`src/rtl/dvp_frame_tx.sv`:
```
// dvp_frame_tx: synthetic DVP camera source for bring-up without a sensor.
// Emits frames of VSYNC, front porch, V_ACTIVE lines of (active + H_BLANK),
// and a back porch, one byte per clk_cmos. All outputs are registered.
// Ports:
//   clk_cmos    byte clock
//   rst         synchronous active-high reset
//   en          run frames continuously while high (frames never truncated)
//   pat_sel     test pattern select, latched at frame start
//   cmos_vsync  frame sync, active high
//   cmos_href   line valid, high during active bytes
//   cmos_data   pixel byte, 0 while href is low
//   frame_done  one-cycle pulse on the last cycle of each frame
//   frame_cnt   completed frame count (wraps)
//   busy        high whenever the FSM is not idle
module dvp_frame_tx #(
  parameter int H_ACTIVE  = 1280,
  parameter int V_ACTIVE  = 960,
  parameter int BPP       = 1,
  parameter int H_BLANK   = 160,
  parameter int VSYNC_LEN = 8,
  parameter int V_FRONT   = 16,
  parameter int V_BACK    = 16
) (
  input  logic        clk_cmos,
  input  logic        rst,
  input  logic        en,
  input  logic [1:0]  pat_sel,
  output logic        cmos_vsync,
  output logic        cmos_href,
  output logic [7:0]  cmos_data,
  output logic        frame_done,
  output logic [15:0] frame_cnt,
  output logic        busy
);

  localparam int XW    = $clog2(H_ACTIVE);
  localparam int YW    = (V_ACTIVE > 1) ? $clog2(V_ACTIVE) : 1;
  localparam int BM0   = (H_BLANK > VSYNC_LEN) ? H_BLANK : VSYNC_LEN;
  localparam int BM1   = (V_FRONT > V_BACK) ? V_FRONT : V_BACK;
  localparam int BMAX  = (BM0 > BM1) ? BM0 : BM1;
  localparam int CW    = $clog2(BMAX + 1);

  localparam logic [CW-1:0] VS_LAST = CW'(VSYNC_LEN - 1);
  localparam logic [CW-1:0] VF_LAST = CW'(V_FRONT - 1);
  localparam logic [CW-1:0] HB_LAST = CW'(H_BLANK - 1);
  localparam logic [CW-1:0] VB_LAST = CW'(V_BACK - 1);
  localparam logic [XW-1:0] X_LAST  = XW'(H_ACTIVE - 1);
  localparam logic [YW-1:0] Y_LAST  = YW'(V_ACTIVE - 1);

  localparam logic [2:0] S_IDLE   = 3'd0;
  localparam logic [2:0] S_VSYNC  = 3'd1;
  localparam logic [2:0] S_VFRONT = 3'd2;
  localparam logic [2:0] S_LINE   = 3'd3;
  localparam logic [2:0] S_HBLANK = 3'd4;
  localparam logic [2:0] S_VBACK  = 3'd5;

  logic [2:0]    st, nxt_st;
  logic [CW-1:0] cnt, nxt_cnt;
  logic [XW-1:0] x, nxt_x;
  logic [YW-1:0] y, nxt_y;
  logic          ph, nxt_ph;     // byte phase for BPP=2: 0 = high byte
  logic [1:0]    pat_q, nxt_pat;
  logic          last_cyc;       // current cycle is the final cycle of a frame
  logic [7:0]    nxt_x8, nxt_y8, p8, nxt_byte;

  // Next-state logic. Outputs are registered from the next-state values so
  // they line up with the state they describe, not one cycle behind it.
  always_comb begin
    nxt_st   = st;
    nxt_cnt  = cnt;
    nxt_x    = x;
    nxt_y    = y;
    nxt_ph   = ph;
    nxt_pat  = pat_q;
    last_cyc = 1'b0;
    case (st)
      S_IDLE: begin
        if (en) begin
          nxt_st  = S_VSYNC;
          nxt_cnt = '0;
          nxt_pat = pat_sel;
        end
      end
      S_VSYNC: begin
        if (cnt == VS_LAST) begin
          nxt_st  = S_VFRONT;
          nxt_cnt = '0;
        end else nxt_cnt = cnt + 1'b1;
      end
      S_VFRONT: begin
        if (cnt == VF_LAST) begin
          nxt_st = S_LINE;
          nxt_x  = '0;
          nxt_y  = '0;
          nxt_ph = 1'b0;
        end else nxt_cnt = cnt + 1'b1;
      end
      S_LINE: begin
        if (BPP == 2 && !ph) nxt_ph = 1'b1;
        else begin
          nxt_ph = 1'b0;
          if (x == X_LAST) begin
            nxt_st  = S_HBLANK;
            nxt_cnt = '0;
          end else nxt_x = x + 1'b1;
        end
      end
      S_HBLANK: begin
        if (cnt == HB_LAST) begin
          nxt_cnt = '0;
          if (y != Y_LAST) begin
            nxt_st = S_LINE;
            nxt_y  = y + 1'b1;
            nxt_x  = '0;
            nxt_ph = 1'b0;
          end else nxt_st = S_VBACK;
        end else nxt_cnt = cnt + 1'b1;
      end
      S_VBACK: begin
        if (cnt == VB_LAST) begin
          last_cyc = 1'b1;
          nxt_cnt  = '0;
          if (en) begin
            nxt_st  = S_VSYNC;
            nxt_pat = pat_sel;
          end else nxt_st = S_IDLE;
        end else nxt_cnt = cnt + 1'b1;
      end
      default: nxt_st = S_IDLE;
    endcase
  end

  // Zero-extend / truncate the pixel coordinates to 8 bits.
  generate
    if (XW >= 8) begin : g_x8
      assign nxt_x8 = nxt_x[7:0];
    end else begin : g_x8
      assign nxt_x8 = {{(8-XW){1'b0}}, nxt_x};
    end
    if (YW >= 8) begin : g_y8
      assign nxt_y8 = nxt_y[7:0];
    end else begin : g_y8
      assign nxt_y8 = {{(8-YW){1'b0}}, nxt_y};
    end
  endgenerate

  // frame_cnt is stable for the whole frame, so pattern 3 is flat.
  always_comb begin
    case (nxt_pat)
      2'd0:    p8 = nxt_x8;
      2'd1:    p8 = nxt_y8;
      2'd2:    p8 = nxt_x8 ^ nxt_y8;
      default: p8 = frame_cnt[7:0];
    endcase
    nxt_byte = (BPP == 2 && nxt_ph) ? ~p8 : p8;
  end

  always_ff @(posedge clk_cmos) begin
    if (rst) begin
      st         <= S_IDLE;
      cnt        <= '0;
      x          <= '0;
      y          <= '0;
      ph         <= 1'b0;
      pat_q      <= 2'd0;
      frame_cnt  <= 16'd0;
      cmos_vsync <= 1'b0;
      cmos_href  <= 1'b0;
      cmos_data  <= 8'd0;
      frame_done <= 1'b0;
      busy       <= 1'b0;
    end else begin
      st         <= nxt_st;
      cnt        <= nxt_cnt;
      x          <= nxt_x;
      y          <= nxt_y;
      ph         <= nxt_ph;
      pat_q      <= nxt_pat;
      if (last_cyc) frame_cnt <= frame_cnt + 16'd1;
      cmos_vsync <= (nxt_st == S_VSYNC);
      cmos_href  <= (nxt_st == S_LINE);
      cmos_data  <= (nxt_st == S_LINE) ? nxt_byte : 8'd0;
      // pulse spans the final back-porch cycle, the same cycle whose end
      // bumps frame_cnt
      frame_done <= (nxt_st == S_VBACK) && (nxt_cnt == VB_LAST);
      busy       <= (nxt_st != S_IDLE);
    end
  end

endmodule
```
`config.mk`:
```
export PLATFORM = sky130hd
export DESIGN_NAME = dvp_frame_tx
export DESIGN_NICKNAME = d
export VERILOG_FILES = /design/src/rtl/dvp_frame_tx.sv
export SDC_FILE = /design/constraint.sdc
export NUM_CORES = 1
export LEC_CHECK = 0
export ABC_AREA = 1
export BUFFER_PORTS_ARGS = -buffer_cell sky130_fd_sc_hd__buf_2
export CORE_MARGIN = 5
export CORE_UTILIZATION = 38
export CTS_BUF_LIST = sky130_fd_sc_hd__clkbuf_8
export DETAILED_ROUTE_END_ITERATION = 8
export GPL_TIMING_DRIVEN = 0
export SYNTH_ARGS = -nofsm -noshare
export SYNTH_HDL_FRONTEND = slang
export SYNTH_SLANG_ARGS = --single-unit
```
`constraint.sdc`:
```
create_clock -name clk_cmos -period 4 [get_ports clk_cmos]
set_clock_uncertainty 0.1 [all_clocks]
set_input_delay 0.8 -clock clk_cmos [delete_from_list [all_inputs] [get_ports clk_cmos]]
set_output_delay 0.8 -clock clk_cmos [all_outputs]
set_load 0.01 [all_outputs]
```
### Word level (Yosys, flattened, before mapping)

Cells that the tools add are included.

* reduce and logical (&&, ||, !) cells: 9
* mux-type cells: 31
* bitwise gates (word level): 2
* eq/ne operators: 20
* add/subtract/negate cells: 4

Operators by type and width (count)
* 2-to-1 mux 8 bit: 6
* case mux 8 bit (6 select lines): 1
* 2-to-1 mux 11 bit: 4
* case mux 11 bit (3 select lines): 1
* 2-to-1 mux 10 bit: 3
* case mux 8 bit (3 select lines): 1
* 2-to-1 mux 3 bit: 7
* case mux 10 bit (2 select lines): 1
* case mux 3 bit (6 select lines): 1
* adder 16 x 1 -> 16 bit, second input constant: 1
* == test 8 x 4 -> 1 bit, second input constant: 2
* adder 11 x 1 -> 11 bit, second input constant: 1
* == test 11 bit, second input constant: 1
* adder 10 x 1 -> 10 bit, second input constant: 1
* != test 10 bit, second input constant: 1
* == test 3 x 2 -> 1 bit, second input constant: 3
* == test 3 bit, second input constant: 3
* adder 8 x 1 -> 8 bit, second input constant: 1
* == test 8 x 3 -> 1 bit, second input constant: 1
* == test 8 bit, second input constant: 1
* != test 2 bit, second input constant: 4
* bitwise XOR 8 bit: 1
* == test 3 x 1 -> 1 bit, second input constant: 2
* nonzero test 3 bit: 2
* 13 further kinds: 16

* output and inout port bits: 28
* word-level logic and storage cells: 79
* flip-flop bits (word level): 62

### Depth between registers and ports, before layout

Gate-level depths: netlist of run 1.

* depth in word-level cells: 7
* mapped depth: 15
* gate-level depth less buffers: 15

### Worst setup path before layout of run 1

OpenSTA, ideal clock, no wires.

* kind: input-to-reg
* start point: input en
* end point: register cmos_data[7]
* path slack: 1.991 ns
* buffers on the path: 1
* arrival: 1.790 ns
* cell stages on the path: 13
* cells stage by stage: inv_1 > nand2_1 > nand2_1 > nand2_1 > nand2_1 > inv_1 > nand3_4 > inv_2 > buf_6 > o21ai_0 > nor2_1 > nor2_1 > nor2_1

* longest elaborated chain between the ends: 6
* elaborated cells between the ends (all ways): 14
* those cells by class: eq/ne (3); mux (8); bitwise (1); reduce/logical (2)

RTL lines
* from (decl): RTL line 26 `input logic en,`
* 2-to-1 mux 1 bit: RTL line 123 `if (en) begin`
* 2-to-1 mux 3 bit: RTL line 120 `if (cnt == VB_LAST) begin`
* case mux 3 bit (6 select lines): RTL line 76 `case (st)`
* == test 3 x 2 -> 1 bit: RTL line 182 `cmos_data <= (nxt_st == S_LINE) ? nxt_byte : 8'd0;`
* NOT 1 bit (no line)
* OR reduction 2 bit (no line)
* to (signal assigned): RTL line 182
* to (decl): RTL line 30 `output logic [7:0] cmos_data,`

Parallel ways exist; a longest one is shown, timed or not.
A chain may end at the register's enable or synchronous reset.

### Worst setup path after layout of run 1

* start point: register cnt[1]
* end point: register frame_done

* longest elaborated chain between the ends: 5
* elaborated cells between the ends (all ways): 19
* those cells by class: add/sub (1); eq/ne (5); mux (12); reduce/logical (1)

RTL lines
* from (decl): RTL line 58 `logic [CW-1:0] cnt, nxt_cnt;`
* from (signal assigned): RTL line 174 `cnt <= nxt_cnt;`
* adder 8 x 1 -> 8 bit (tied with other cells)
* 2-to-1 mux 8 bit (tied with other cells): RTL line 120
* case mux 8 bit (6 select lines) / case mux 3 bit (6 select lines) (equally long branches): RTL line 76
* == test 8 x 4 -> 1 bit / == test 3 bit (equally long branches): RTL line 185 `frame_done <= (nxt_st == S_VBACK) && (nxt_cnt == VB_LAST);`
* logical AND 1 bit *: RTL line 185
* to (signal assigned): RTL line 185
* to (decl): RTL line 31 `output logic frame_done,`

Mark *: on every way between the ends. The rest lies on a longest branch, timed or not.

==> results of run 1 <==
## per-stage QoR
| step | power (mW) | hold WS [ns] | std cells | util | setup slack, ns |
|---|---|---|---|---|---|
| finish | 1.40 | 0.397 | 809 | 0.440 | 1.73 |
| global route | 1.45 | 0.433 | 809 | 0.440 | 1.45 |
| CTS | 1.41 | 0.402 | 809 | 0.440 | 1.71 |
| detailed placement | 0.732 | 0.385 | 793 | 0.417 | 1.61 |
| global placement | 0.733 | 0.378 | 793 | 0.417 | 1.61 |
| floorplan | 0.705 | 0.368 | 625 | - | 1.99 |
## routing by layer
layer / wire length (um) / GRT usage
met1: 5110 / 0.234
met2: 4850 / 0.282
met3: 463 / 0.0304
met4: 132 / 0.0470
met5: 0 / 0
## kinds of logic (layout without fill, tap and decap cells)
logic type | Yosys count | after routing
DFF | 62 | 62
adders and majority gates | 5 | 5
buffers and inverters | 93 | 141
AOI/OAI and AO/OA | 69 | 69
and+or+nand+nor | 385 | 385
xor gates and xnor gates | 11 | 11
## synthesized netlist by cell type, drive strengths merged
library cell	n	area [um2]
nand2	211	855
inv	83	314
nor2	80	374
nand3	69	400
dfxtp	62	1240
a21oi	37	185
o21ai	20	100
nand4	8	50.1
nor3	7	40.0
xnor2	6	52.6
clkbuf	5	18.8
ha	5	62.6
xor2	5	43.8
buf	4	32.5
nor4	3	18.8
o21a	3	22.5
o21bai	3	22.5
or2	3	18.8
nand3b	2	15.0
nor3b	2	15.0
o211ai	2	15.0
a21boi	1	7.51
a2bb2oi	1	8.76
a31o	1	8.76
clkinv	1	8.76
o22ai	1	6.26
## report_power, final
part	switching, mW	leakage, nW	internal, mW
clock network	0.271	0.117	0.411
logic	0.0630	1.58	0.0290
registers	0.00451	0.501	0.622
total	0.338	2.20	1.06
## layout make-up
type                            instances  area [um2]  area share
Clock buffer                            9         124      0.0275
Inverter                               84         323      0.0716
Timing Repair Buffer                   32         160      0.0355
Multi-Input combinational cell        470        2320       0.515
Buffer                                  9        51.3      0.0114
Clock inverter                          7         114      0.0253
Sequential cell                        62        1240       0.275
Tap cell                              136         170      0.0378
## path summary, 6_finish.rpt
| kind | end | slack [ns] | depth (start not counted) |
|---|---|---|---|
| worst max register to register | frame_done | 1.73 | 11 |
| worst min-delay path | frame_cnt[15] | 0.40 | 2 |
| worst min register to register | frame_cnt[15] | 0.40 | 2 |
| worst max-delay path | frame_done | 1.73 | 11 |
## flip-flops by register name, summed over array words and instances (netlist names), 2 cells and up
register,flops
y,10
pat_q,2
cmos_data,8
frame_cnt,16
x,11
cnt,8
st,3
## cell usage in the layout (no fill, tap or decap), types with 3 or more instances in the layout
cell	n
a21oi_1	37
buf_2	34
bufinv_16	3
clkbuf_1	5
clkbuf_8	9
dfxtp_1	62
ha_1	5
inv_1	77
inv_2	6
nand2_1	198
nand2_2	7
nand2_4	6
nand3_1	61
nand3_2	6
nand4_1	8
nor2_1	66
nor2_2	8
nor2_4	5
nor3_1	6
nor4_1	3
o21a_1	3
o21ai_0	19
o21bai_1	3
or2_2	3
xnor2_1	6
xor2_1	5
## critical path, cell delays in order (launching register included)
cell	delay, ns
dfxtp_1	0.38
ha_1	0.28
nand3_4	0.16
inv_1	0.11
nand3_1	0.20
nand2_1	0.22
nand3_1	0.19
nand2_1	0.12
nand3_1	0.09
nor2_1	0.17
nand3_1	0.10
nor2_1	0.08
==> metrics, run 1 <==
outcome complete, no violations; final worst path period share 0.568; Congestion Overflow GR 0; row cnt 37; Die X-Extent 112 um; leakage 2.20 nW; Pwr per Cell Area 311 nW/um2; WL final 10.6 mm; initial antenna violation count 0; CTS root buf clkbuf_8; Tmin final 2.27 ns; via count 3,987; postcts setup bufs 0; Max clock buf depth 2; crit path launch cnt[1]; CP Max Fanout 5; cts hold-fix bufs 0; worst min path class flop to flop; First DRT Iteration DRCs 244; RSZ-0062 raised after global routing false; min-delay src frame_cnt[15]; share of cells above drive strength 1 0.147; largest net degree at the start of global routing 12; Achievable Freq 0.440 GHz; CP required 4.17 ns; Skew-Pair Late Insertion Delay 0.34 ns; ANT cells 0; final count of negative-setup-slack endpoints 0; Layout area overhead 14.4%; max cap viols 0; fill count 1,070; Critical Path Sink Type flop; Worst Setup Start Kind flop; TritonCTS clock tree done; Setup TNS 0 ns; Max IR drop VDD 197 uV; worst rel slew slack 0.519; post-DP HPWL 7.99 mm; Post-route DRC 0; Mapped Nets 635; final net count 678; combinational family with the most area after synthesis simple AND/OR/NAND/NOR gates; xor/xnor share of the synthesized area 0.0245; Netlist cell types 38; Core ar. 10,200 um2; port bufs 32; Antenna Violating Nets Remaining 0; first-pass detailed-route iteration total 5; Synth Register Bits 62; Mapped Area 3940 um2; RR Startpoint cnt[1]; simple-gate share of the synthesized area 0.454; Post-Synthesis Cells 625; clock sink total 62; Die Area 12,500 um2; Final Hold Fails 0; vias in the first global route 3,621; post-cts repair resize count 0; placed inst area 4270 um2; Synthesis Warnings 0; Max Slew Vio Count 0; clock slew at reported path FFs 0.08 ns; worst slew pin tran 0.721 ns; Crit Path Class flop to flop; Avg Inst Size Synth 6.30 um2; Synth Area in Adders 0.0159; Seq/Total Area, Yosys 0.315; GRT Resource Usage Total 0.173; via density per instance 4.93; Ports 33; Initial Utilization 0.385; Num CTS Buffers 9; routed length per instance 13.0 um; H-tree depth 3; die height 112 um; multiplexer share of the synthesized area 0; critical path data arrival time 2.45 ns; Final Instance Area 4510 um2; global-route wire length before repair 17.7 mm; Compound-Gate Fraction of Synth Area 0.0956; placer congestion estimate 0.849
(Power assumes the default switching activity.)
==> run 2, diff against run 1 <==
==> constraint.sdc (replaced) <==
create_clock -name clk_cmos -period 1.9 [get_ports clk_cmos]
set_clock_uncertainty 0.1 [all_clocks]
set_input_delay 0.38 -clock clk_cmos [delete_from_list [all_inputs] [get_ports clk_cmos]]
set_output_delay 0.38 -clock clk_cmos [all_outputs]
set_load 0.01 [all_outputs]
==> run 2 against run 1 <==
The run now ends with negative setup slack left. Via count increased by 5.6%. Critical endpoint is now cmos_data[1]. Register-to-register slack got worse by 1.8 ns. Combinational power increased to 2.7 times the previous value. Critical path type unchanged. Critical path depth increased by 2.
==> metrics, run 2 (same netlist as run 1, synthesis figures left out) <==
outcome complete, but fails checks (was complete, no violations); failing checks negative setup slack; vias in the first global route 3,893 (was 3,621); Die Area 12,500 um2 (unchanged); max cap viols 0 (unchanged); H-tree depth 3 (unchanged); worst slew pin tran 0.734 ns (was 0.721 ns); most common cell after layout, fill and taps aside nand2_1 (unchanged); placer congestion estimate 0.873 (was 0.849); final count of negative-setup-slack endpoints 12 (was 0); R2R setup slack -0.10 ns (was 1.73 ns); post-DP HPWL 8.11 mm (was 7.99 mm); Core ar. 10,200 um2 (unchanged); CTS root buf clkbuf_8 (unchanged); leakage 2.48 nW (was 2.20 nW); CP required 2.03 ns (was 4.17 ns); First DRT Iteration DRCs 283 (was 244); Tmin final 2.00 ns (was 2.27 ns); ANT cells 0 (unchanged); Setup TNS -0.474 ns (was 0 ns); most frequent cells in the layout nand2_1 (184), inv_1 (75), nor2_1 (48), dfxtp_1 (48), nand3_1 (47) (was nand2_1 (198), inv_1 (77), nor2_1 (66)); Worst Slack Setup Final -0.102 ns (was 1.73 ns); clock sink total 62 (unchanged); Crit Path Class flop to flop (unchanged); hold_ws 0.150 ns (was 0.397 ns); Antenna Violating Nets Remaining 0 (unchanged); first-pass detailed-route iteration total 5 (unchanged); Max IR drop VDD 497 uV (was 197 uV); RSZ-0062 raised after global routing true (was false); Congestion Overflow GR 0 (unchanged); Ports 33 (unchanged); via density per instance 4.97 (was 4.93); final core utilization 0.506 (was 0.440); Max clock buf depth 2 (unchanged); clock slew at reported path FFs 0.07 ns (was 0.08 ns); via count 4,210 (was 3,987); WL final 11.5 mm (was 10.6 mm); Skew-Pair Late Insertion Delay 0.34 ns (about the same); share of cells above drive strength 1 0.298 (was 0.147); Worst Setup Start Kind flop (unchanged); row cnt 37 (unchanged); Final Hold Fails 0 (unchanged); routed length per instance 13.6 um (was 13.0 um); biggest regs frame_cnt x16, x x11, y x10 (unchanged); Max Slew Vio Count 0 (unchanged); Pwr per Cell Area 499 nW/um2 (was 311 nW/um2); Post-route DRC 0 (unchanged); CP Max Fanout 7 (was 5); worst min path class primary input to flop (was flop to flop); Achievable Freq 0.500 GHz (was 0.440 GHz); Initial Utilization 0.385 (unchanged); TritonCTS clock tree done (unchanged); port bufs 32 (unchanged); die height 112 um (unchanged); critical path data arrival time 2.13 ns (was 2.45 ns); final worst path period share 1.05 (was 0.568); largest reg by FF count frame_cnt (unchanged); largest net degree at the start of global routing 11 (was 12); Die X-Extent 112 um (unchanged); cts hold-fix bufs 0 (unchanged); worst rel slew slack 0.510 (was 0.519); final net count 716 (was 678); Layout area overhead 31.5% (was 14.4%); Num CTS Buffers 9 (unchanged); GRT Resource Usage Total 0.183 (was 0.173); number of flip-flops in the largest register 16 (unchanged); global-route wire length before repair 18.9 mm (was 17.7 mm); initial antenna violation count 0 (unchanged); Critical Path Sink Type flop (unchanged)
==> run 2: metal layers <==
layer / part of all wire / global-route usage / wire, um / up-vias
met3: 0.043 / 0.0299 / 498 / 18
li1: - / - / - / 2159
met5: 0 / 0 / 0 / -
met1: 0.46 / 0.251 / 5350 / 1931
met4: 0.024 / 0.0511 / 278 / 0
met2: 0.47 / 0.297 / 5390 / 102
==> run 2: area by class of cell <==
| class | instances | area [um2] |
|---|---|---|
| Inverter | 84 | 335 |
| Tap cell | 136 | 170 |
| Clock inverter | 6 | 30.0 |
| Timing Repair Buffer | 70 | 460 |
| Fill cell | 998 | 5050 |
| Multi-Input combinational cell | 470 | 2710 |
| Clock buffer | 10 | 138 |
| Buffer | 9 | 63.8 |
| Sequential cell | 62 | 1280 |
==> run 2: what timing repair did <==
| item | CTS | global route |
|---|---|---|
| setup buffers | 21 | 15 |
| endpoints found under the setup margin | 31 | 30 |
| gates resized for setup | 50 | 74 |
| endpoints found under the hold margin | 0 | 0 |
| gates cloned | 1 | 1 |
| pin swaps | 18 | 31 |
==> run 2: path summary, 6_finish.rpt <==
path | start | endpoint | cells after the start
setup / recovery | cnt[1] | cmos_data[1] | 13
hold / removal | rst | cmos_href | 2
setup reg to reg | cnt[1] | cmos_data[1] | 13
hold reg to reg | frame_cnt[15] | frame_cnt[15] | 2
==> run 2: critical path, cell delays in order (launching register included) <==
cell and delay [ns]:
dfxtp_4 0.36, ha_4 0.15, nand3_4 0.13, nor2_8 0.25, nand2_8 0.09, clkinv_8 0.06, nand2_4 0.04, nand3_4 0.14
buf_4 0.16, nand3_1 0.08, nand2_1 0.08, nor2_1 0.04, nor2_1 0.14, nor2_2 0.06
==> run 2: per-stage QoR <==
step	power (mW)	setup WS [ns]	area [um2]	instances
after detailed placement	1.55	-0.300	4270	793
final	2.59	-0.102	5180	847
after floorplan	1.49	0.00445	3940	625
after global routing	2.72	-0.224	5180	847
after global placement	1.54	-0.262	4270	793
after CTS	2.60	-0.0530	4770	831
==> run 2: report_power, final <==
group | internal [mW] | total [mW] | switching [mW]
sequential | 1.30 | 1.31 | 0.00924
clock | 0.493 | 1.02 | 0.532
combinational | 0.0908 | 0.249 | 0.158
